[src/rtl/simplebus_rr_arbiter.sv]
// Round-robin arbiter sharing one Simplebus slave port among N_MASTERS masters.
// Define SB_ARB_TIMEOUT_EN to add the per-transaction watchdog abort and sticky timeout_err.
module simplebus_rr_arbiter #(
    parameter int unsigned N_MASTERS      = 2,
    parameter int unsigned TIMEOUT_CYCLES = 1023
) (
    input  logic                         clock,
    input  logic                         reset,
    input  logic [N_MASTERS*32-1:0]      m_address,
    input  logic [N_MASTERS-1:0]         m_write_strobe,
    input  logic [N_MASTERS*32-1:0]      m_write_data,
    input  logic [N_MASTERS-1:0]         m_read_strobe,
    output logic [N_MASTERS*32-1:0]      m_read_data,
    output logic [N_MASTERS-1:0]         m_read_valid,
    output logic [N_MASTERS-1:0]         m_ready,
    output logic [31:0]                  s_address,
    output logic                         s_write_strobe,
    output logic [31:0]                  s_write_data,
    output logic                         s_read_strobe,
    input  logic [31:0]                  s_read_data,
    input  logic                         s_read_valid,
    input  logic                         s_ready,
    output logic [$clog2(N_MASTERS)-1:0] grant,
    output logic                         busy,
    output logic                         timeout_err
);
    localparam int unsigned IDX_W = $clog2(N_MASTERS);

    typedef enum logic [1:0] {IDLE, WR_ACK, WR_DONE, RD_WAIT} state_t;
    state_t state_q, state_d;

    logic [N_MASTERS-1:0] pend_q, pend_d, is_wr_q, is_wr_d;
    logic [N_MASTERS-1:0] ready_q, ready_d, rvalid_q, rvalid_d;
    logic [31:0]          addr_q  [N_MASTERS];
    logic [31:0]          addr_d  [N_MASTERS];
    logic [31:0]          wdata_q [N_MASTERS];
    logic [31:0]          wdata_d [N_MASTERS];
    logic [31:0]          rdata_q [N_MASTERS];
    logic [31:0]          rdata_d [N_MASTERS];
    logic [IDX_W-1:0]     ptr_q, ptr_d, grant_q, grant_d, sel_idx, cand_idx;
    logic [31:0]          s_addr_q, s_addr_d, s_wdata_q, s_wdata_d;
    logic                 s_wstb_q, s_wstb_d, s_rstb_q, s_rstb_d, busy_q, busy_d;
    logic                 found, issue, wr_done, rd_done, abort, finish;
    int unsigned          cand;

    // First pending slot strictly after the pointer, wrapping modulo N_MASTERS.
    always_comb begin
        sel_idx  = ptr_q;
        found    = 1'b0;
        cand     = 0;
        cand_idx = '0;
        for (int unsigned k = 1; k <= N_MASTERS; k++) begin
            cand = 32'(ptr_q) + k;
            if (cand >= N_MASTERS) cand = cand - N_MASTERS;
            cand_idx = IDX_W'(cand);
            if (!found && pend_q[cand_idx]) begin
                found   = 1'b1;
                sel_idx = cand_idx;
            end
        end
    end

    assign issue   = (state_q == IDLE) && s_ready && found;
    assign wr_done = (state_q == WR_DONE) && s_ready;
    assign rd_done = (state_q == RD_WAIT) && s_read_valid;
    assign finish  = wr_done || rd_done || abort;

`ifdef SB_ARB_TIMEOUT_EN
    localparam int unsigned TMO_W = $clog2(TIMEOUT_CYCLES + 1);
    logic [TMO_W-1:0] tmo_cnt_q, tmo_cnt_d;
    logic             tmo_err_q, tmo_err_d;

    assign abort = (state_q != IDLE) && !wr_done && !rd_done
                   && (tmo_cnt_q == TMO_W'(TIMEOUT_CYCLES - 1));

    always_comb begin
        tmo_cnt_d = tmo_cnt_q;
        tmo_err_d = tmo_err_q || abort;
        if (issue)                 tmo_cnt_d = '0;
        else if (state_q != IDLE)  tmo_cnt_d = tmo_cnt_q + 1'b1;
    end

    always_ff @(posedge clock) begin
        if (!reset) begin
            tmo_cnt_q <= '0;
            tmo_err_q <= 1'b0;
        end else begin
            tmo_cnt_q <= tmo_cnt_d;
            tmo_err_q <= tmo_err_d;
        end
    end

    assign timeout_err = tmo_err_q;
`else
    logic unused_tmo;
    assign unused_tmo  = ^TIMEOUT_CYCLES;
    assign abort       = 1'b0;
    assign timeout_err = 1'b0;
`endif

    always_ff @(posedge clock) begin
        if (!reset) state_q <= IDLE;
        else        state_q <= state_d;
    end

    always_comb begin
        state_d = state_q;
        case (state_q)
            IDLE:    if (issue)        state_d = is_wr_q[sel_idx] ? WR_ACK : RD_WAIT;
            WR_ACK:  if (!s_ready)     state_d = WR_DONE;
            WR_DONE: if (s_ready)      state_d = IDLE;
            RD_WAIT: if (s_read_valid) state_d = IDLE;
            default:                   state_d = IDLE;
        endcase
        if (abort) state_d = IDLE;
    end

    always_comb begin
        pend_d    = pend_q;
        is_wr_d   = is_wr_q;
        addr_d    = addr_q;
        wdata_d   = wdata_q;
        rdata_d   = rdata_q;
        rvalid_d  = '0;
        ptr_d     = ptr_q;
        grant_d   = grant_q;
        busy_d    = busy_q;
        s_addr_d  = s_addr_q;
        s_wdata_d = s_wdata_q;
        s_wstb_d  = 1'b0;
        s_rstb_d  = 1'b0;

        for (int unsigned i = 0; i < N_MASTERS; i++) begin
            if (ready_q[i] && (m_write_strobe[i] || m_read_strobe[i])) begin
                pend_d[i]  = 1'b1;
                is_wr_d[i] = m_write_strobe[i];
                addr_d[i]  = m_address[32*i +: 32];
                wdata_d[i] = m_write_data[32*i +: 32];
            end
        end

        if (issue) begin
            ptr_d     = sel_idx;
            grant_d   = sel_idx;
            busy_d    = 1'b1;
            s_addr_d  = addr_q[sel_idx];
            s_wdata_d = wdata_q[sel_idx];
            s_wstb_d  = is_wr_q[sel_idx];
            s_rstb_d  = !is_wr_q[sel_idx];
        end

        if (finish) begin
            pend_d[grant_q] = 1'b0;
            busy_d          = 1'b0;
        end
        if (rd_done) begin
            rdata_d[grant_q]  = s_read_data;
            rvalid_d[grant_q] = 1'b1;
        end else if (abort && (state_q == RD_WAIT)) begin
            rdata_d[grant_q]  = 32'hDEADBEEF;
            rvalid_d[grant_q] = 1'b1;
        end

        ready_d = ~pend_d;
    end

    always_ff @(posedge clock) begin
        if (!reset) begin
            pend_q    <= '0;
            is_wr_q   <= '0;
            ready_q   <= '0;
            rvalid_q  <= '0;
            addr_q    <= '{default: '0};
            wdata_q   <= '{default: '0};
            rdata_q   <= '{default: '0};
            ptr_q     <= IDX_W'(N_MASTERS - 1);
            grant_q   <= '0;
            busy_q    <= 1'b0;
            s_addr_q  <= '0;
            s_wdata_q <= '0;
            s_wstb_q  <= 1'b0;
            s_rstb_q  <= 1'b0;
        end else begin
            pend_q    <= pend_d;
            is_wr_q   <= is_wr_d;
            ready_q   <= ready_d;
            rvalid_q  <= rvalid_d;
            addr_q    <= addr_d;
            wdata_q   <= wdata_d;
            rdata_q   <= rdata_d;
            ptr_q     <= ptr_d;
            grant_q   <= grant_d;
            busy_q    <= busy_d;
            s_addr_q  <= s_addr_d;
            s_wdata_q <= s_wdata_d;
            s_wstb_q  <= s_wstb_d;
            s_rstb_q  <= s_rstb_d;
        end
    end

    always_comb begin
        m_read_data = '0;
        for (int unsigned i = 0; i < N_MASTERS; i++) m_read_data[32*i +: 32] = rdata_q[i];
    end

    assign m_read_valid   = rvalid_q;
    assign m_ready        = ready_q;
    assign s_address      = s_addr_q;
    assign s_write_data   = s_wdata_q;
    assign s_write_strobe = s_wstb_q;
    assign s_read_strobe  = s_rstb_q;
    assign grant          = grant_q;
    assign busy           = busy_q;
endmodule
[config.mk]
export PLATFORM = sky130hd
export DESIGN_NAME = simplebus_rr_arbiter
export DESIGN_NICKNAME = d
export VERILOG_FILES = /design/src/rtl/simplebus_rr_arbiter.sv
export SDC_FILE = /design/constraint.sdc
export NUM_CORES = 1
export LEC_CHECK = 0
export CORE_UTILIZATION = 40
export DETAILED_ROUTE_END_ITERATION = 16
export MAX_ROUTING_LAYER = met4
export PLACE_DENSITY = 0.79
export SYNTH_ARGS = -nofsm -noshare
export SYNTH_HDL_FRONTEND = slang
export SYNTH_SLANG_ARGS = --single-unit
[constraint.sdc]
create_clock -name clock -period 1.8 [get_ports clock]
set_input_delay 0.36 -clock clock [delete_from_list [all_inputs] [get_ports clock]]
set_output_delay 0.36 -clock clock [all_outputs]
set_load 0.02 [all_outputs]
Yosys cells after proc, flatten, opt, wreduce, memory -nomap -nowiden

Cells that the tools add are included.

Bits of input ports: 168
Word-level logic and storage cells: 97
Bits in registers: 271
Output and inout bits: 137

Bitwise gates (word level): 6
Magnitude comparators: 10
Muxes and demuxes: 32
Reduce and logical (&&, ||, !) cells: 19
Add/sub/neg operators: 4
Equality and inequality tests: 7

Operator list:

| cell                                                                  | count |
|---|---|
| 32-bit two-way mux                                                    | 7 |
| 64-bit bitwise mux                                                    | 1 |
| 32-bit demux with 1-bit select                                        | 1 |
| 1-bit two-way mux                                                     | 15 |
| 2-bit two-way mux                                                     | 6 |
| 1-bit logical AND                                                     | 9 |
| 1-bit by 2-bit < comparator with 1-bit output, second input constant  | 4 |
| 2-bit inequality test, second input constant                          | 4 |
| 2-bit case mux with 4 select lines                                    | 1 |
| 2-bit >= comparator, second input constant                            | 3 |
| 2-bit equality test, second input constant                            | 2 |
| 1-bit NOT with 2-bit output                                           | 2 |
| 2-bit NOT                                                             | 2 |
| 2-bit AND reduction                                                   | 2 |
| 4-bit AND reduction                                                   | 1 |
| 1-bit by 2-bit adder with 3-bit output, second input constant         | 1 |
| 3-bit by 2-bit >= comparator with 1-bit output, second input constant | 1 |
| 1-bit logical OR                                                      | 3 |
| 1-bit by 1-bit adder with 2-bit output, second input constant         | 1 |
| 2-bit AND                                                             | 1 |
| 2-bit by 1-bit equality test with 1-bit output, second input constant | 1 |
| 1-bit logical NOT                                                     | 2 |
| 2-bit logical NOT                                                     | 1 |
| 2-bit by 1-bit < comparator with 1-bit output, second input constant  | 1 |
| other kinds (5)                                                       | 6 |

Depth between registers and ports, before layout

Depth in word-level cells: 14
Mapped depth: 6
Gate-level depth less buffers: 3

Worst setup path before layout

Ideal clock, no wire load.

Path type: reg-to-reg
Start point: register state_q[0]
End point: register s_addr_q[0], in the netlist s_address[0]
Library setup time: 147 ps
Path buffers: 3
Data required time: 1653 ps
Path slack: 452 ps
Arrival: 1202 ps
Cell stages (with the launch flop): 7
Clock period less this slack: 1348 ps
Cell sequence: dfxtp_1 -> buf_2 -> nor3b_4 -> and2_4 -> buf_6 -> buf_6 -> a311oi_2

Word-level cells in the longest chain between the ends: 3

Ends and longest elaborated chain:

| what                           | RTL line | RTL |
|---|---|---|
| start: declaration             | 30       | `state_t state_q, state_d;` |
| start signal: assignment       | 103      | `else state_q <= state_d;` |
| 2-bit logical NOT              | 63       | `assign issue = (state_q == IDLE) && s_ready && found;` |
| 1-bit logical AND (2 in a row) | 63       |  |
| end signal: assignment         | 194      | `s_addr_q <= s_addr_d;` |
| end: declaration               | 41       | `logic [31:0] s_addr_q, s_addr_d, s_wdata_q, s_wdata_d;` |

No other way between the ends.
A chain may end at the register's enable or synchronous reset.

Final worst setup path

Start point: register ready_q[0], in the netlist m_ready[0]
End point: output port m_ready[0]

RTL lines:

| what                     | RTL line | RTL |
|---|---|---|
| start: declaration       | 33       | `logic [N_MASTERS-1:0] ready_q, ready_d, rvalid_q, rvalid_d;` |
| start signal: assignment | 186      | `ready_q <= ready_d;` |
| end: declaration         | 15       | `output logic [N_MASTERS-1:0] m_ready,` |

No word-level cell between the ends.

==> results.sh <==
export IMPL_cp_slowest_stage_delay_ns=0.42
export IMPL_utilization_pct=58.2
export IMPL_rows=59
export IMPL_worst_setup_path_type="register to primary output"
export IMPL_avgRoutedWirePerCell_um=17.7
export IMPL_dieArea_sq_um=27100
export IMPL_cp_max_fo=4
export IMPL_max_freq_mhz=575
export IMPL_ant_nets=0
export IMPL_dp_slack_ns=-0.348
export IMPL_ios=305
export IMPL_grt_max_degree=53
export IMPL_drt_iter0_drc=820
export IMPL_setup_viol=0
export IMPL_cap_violations=0
export IMPL_viasPerCell=5.42
export IMPL_htree_levels=1
export IMPL_wirelength_um=33700
export IMPL_hold_viol=0
export IMPL_cts_setup_buffers=0
export IMPL_fin_ws_ns=0.0621
export IMPL_fillers=2266
export IMPL_power_density_nw_per_um2=1040
export IMPL_irDropWorstVdd_mv=0.740
export IMPL_start_util_pct=40.8
export IMPL_finalNetCount=1713
export IMPL_period_needed_ns=1.74
export IMPL_tritoncts="done"
export IMPL_grt_pass1_vias=10300
export IMPL_final_common_cell="nand2_1"
export IMPL_synthCells=1280
export IMPL_skew_ns=0.0118
export IMPL_drc=0
export IMPL_clock_sinks=271
export IMPL_die_h_um=165
export IMPL_grt_total_usage_pct=24.8
export IMPL_crit_path_top_delay_cell="dfxtp_1"
export IMPL_synth_avg_cell_area_sq_um=8.27
export IMPL_synth_cell_types=39
export IMPL_arrival_ns=1.38
export IMPL_synthFlopType="dfxtp_1"
export IMPL_antenna_found_initial=2
export IMPL_slew_violations=0
export IMPL_outcome="completed"
export IMPL_overflow=0
export IMPL_setup_tns_ns=0
export IMPL_synth_edf_count=0
export IMPL_dp_hpwl_um=22700
export IMPL_grt_pass1_wl_um=51800
export IMPL_core_sq_um=26000
export IMPL_synth_seq_cells=271
export IMPL_cts_clk_slew_worst_paths_ns=0.06
export IMPL_path_cells="dlygate4sd2_1"
export IMPL_ys_seq_area_share_pct=51.2
export IMPL_crit_family="flip-flops"
export IMPL_hp_class="primary input to register"
export IMPL_area_growth_pct=42.7
export IMPL_yosysWarnings=0
export IMPL_crit_path_end_kind="primary output"
export IMPL_numPortBuffers=303
export IMPL_numCtsBuffers=29
export IMPL_netlist_area_sq_um=10600
export IMPL_first_pass_iters=7
export IMPL_drive_above_1_share_pct=10.4
export IMPL_required_ns=1.44
export IMPL_clock_latency_ns=0.54
export IMPL_finalCritPeriodShare_pct=96.5
export IMPL_root_buffer="clkbuf_16"
export IMPL_gp_congestion=0.820
export IMPL_async_flop_share_pct=0
export IMPL_power_leakage_uw=0.00570
export IMPL_final_cell_mix="389 x nand2_1, 271 x dfxtp_1, 260 x a21oi_1"
export IMPL_vias=10300
export IMPL_path_buf_inv=1
export IMPL_dieWidth_um=165
export IMPL_rsz0062_at_grt="false"
export IMPL_cp_start_kind="register"
export IMPL_synth_nets=1448
export IMPL_cts_buffer_depth=3
-- final cells by class --
class	count	area [sq um]	share of cell area (%)
Sequential cell	271	5430	35.9
Multi-Input combinational cell	882	4600	30.4
Timing Repair Buffer	357	3630	24.0
Clock buffer	45	866	5.73
Tap cell	335	419	2.77
Clock inverter	8	143	0.944
Inverter	4	22.5	0.149
Antenna cell	2	5.00	0.0331
-- cell families (layout without fill, tap and decap cells) --
| family | after synthesis | in the layout | synth area share (%) |
|---|---|---|---|
| DFF | 271 | 271 | 51.2 |
| buffers and inverters | 127 | 414 | 5.62 |
| AOI/OAI and AO/OA | 403 | 403 | 24.7 |
| and+or+nand+nor | 477 | 477 | 18.3 |
| muxes | 1 | 1 | 0.0945 |
| other | 1 | 3 | 0.0354 |
-- layer usage --
metal | part of all wire [%] | up-vias | wire, um | global-route usage, %
met5 | 0 | - | 0 | -
met4 | 3.8 | 0 | 1280 | 10.5
met3 | 7.7 | 86 | 2610 | 4.90
met2 | 48 | 450 | 16200 | 41.0
met1 | 40 | 4858 | 13600 | 29.2
li1 | - | 4921 | - | -
-- per-stage QoR --
step	power [uW]	instances	hold WS [ns]	instance area, sq um
finish	15700	1904	0.367	15100
global route	16300	1904	0.371	15100
CTS	15800	1902	0.353	15100
detailed placement	9700	1849	0.444	14300
global placement	9630	1849	0.439	14300
floorplan	8260	1280	0.432	10600
-- synthesized netlist by cell type (4+ instances only) --
| cell | instances | area [sq um] |
|---|---|---|
| nand2_1 | 390 | 1460 |
| dfxtp_1 | 271 | 5430 |
| a21oi_1 | 260 | 1300 |
| o21ai_0 | 67 | 335 |
| nand3_1 | 65 | 325 |
| clkbuf_1 | 53 | 199 |
| a311oi_2 | 50 | 751 |
| buf_1 | 28 | 105 |
| buf_2 | 25 | 125 |
| a311oi_1 | 14 | 123 |
| buf_4 | 9 | 67.6 |
| buf_6 | 7 | 78.8 |
| inv_1 | 4 | 15.0 |
| nor2_1 | 4 | 15.0 |
-- sequential cells by signal, indices dropped and copies added, names as in the netlist --
signal / cells
ptr_q: 1
m_ready: 2
addr_q: 64
is_wr_q: 2
m_read_data: 64
pend_q: 2
busy: 1
grant: 1
s_write_strobe: 1
s_address: 32
wdata_q: 64
m_read_valid: 2
state_q: 2
s_read_strobe: 1
s_write_data: 32
-- repair_timing --
action                                  in CTS  in global routing
endpoints found under the hold margin        0                  0
hold buffers                                 0                  0
gates resized for setup                    136                  0
endpoints found under the setup margin     136                  0
-- final timing paths --
path / start / slack (ns) / endpoint / cells past startpoint
hold reg to reg: wdata_q[55] / 0.45 / wdata_q[55] / 2
hold / removal: m_address[29] / 0.37 / addr_q[61] / 3
setup reg to reg: ptr_q / 0.13 / s_address[31] / 4
setup / recovery: m_ready[0] / 0.06 / m_ready[0] / 1
-- tightest hold or removal path: stages --
cell	delay, ns
clkdlybuf4s50_1	0.39
nand2_1	0.06
a21oi_1	0.05
-- power breakdown --
part	internal (uW)	total, uW	switching, uW
Sequential	6400	6650	256
Combinational	1210	2820	1610
Clock	3850	6230	2370
Power figures use the tool's default switching activity.
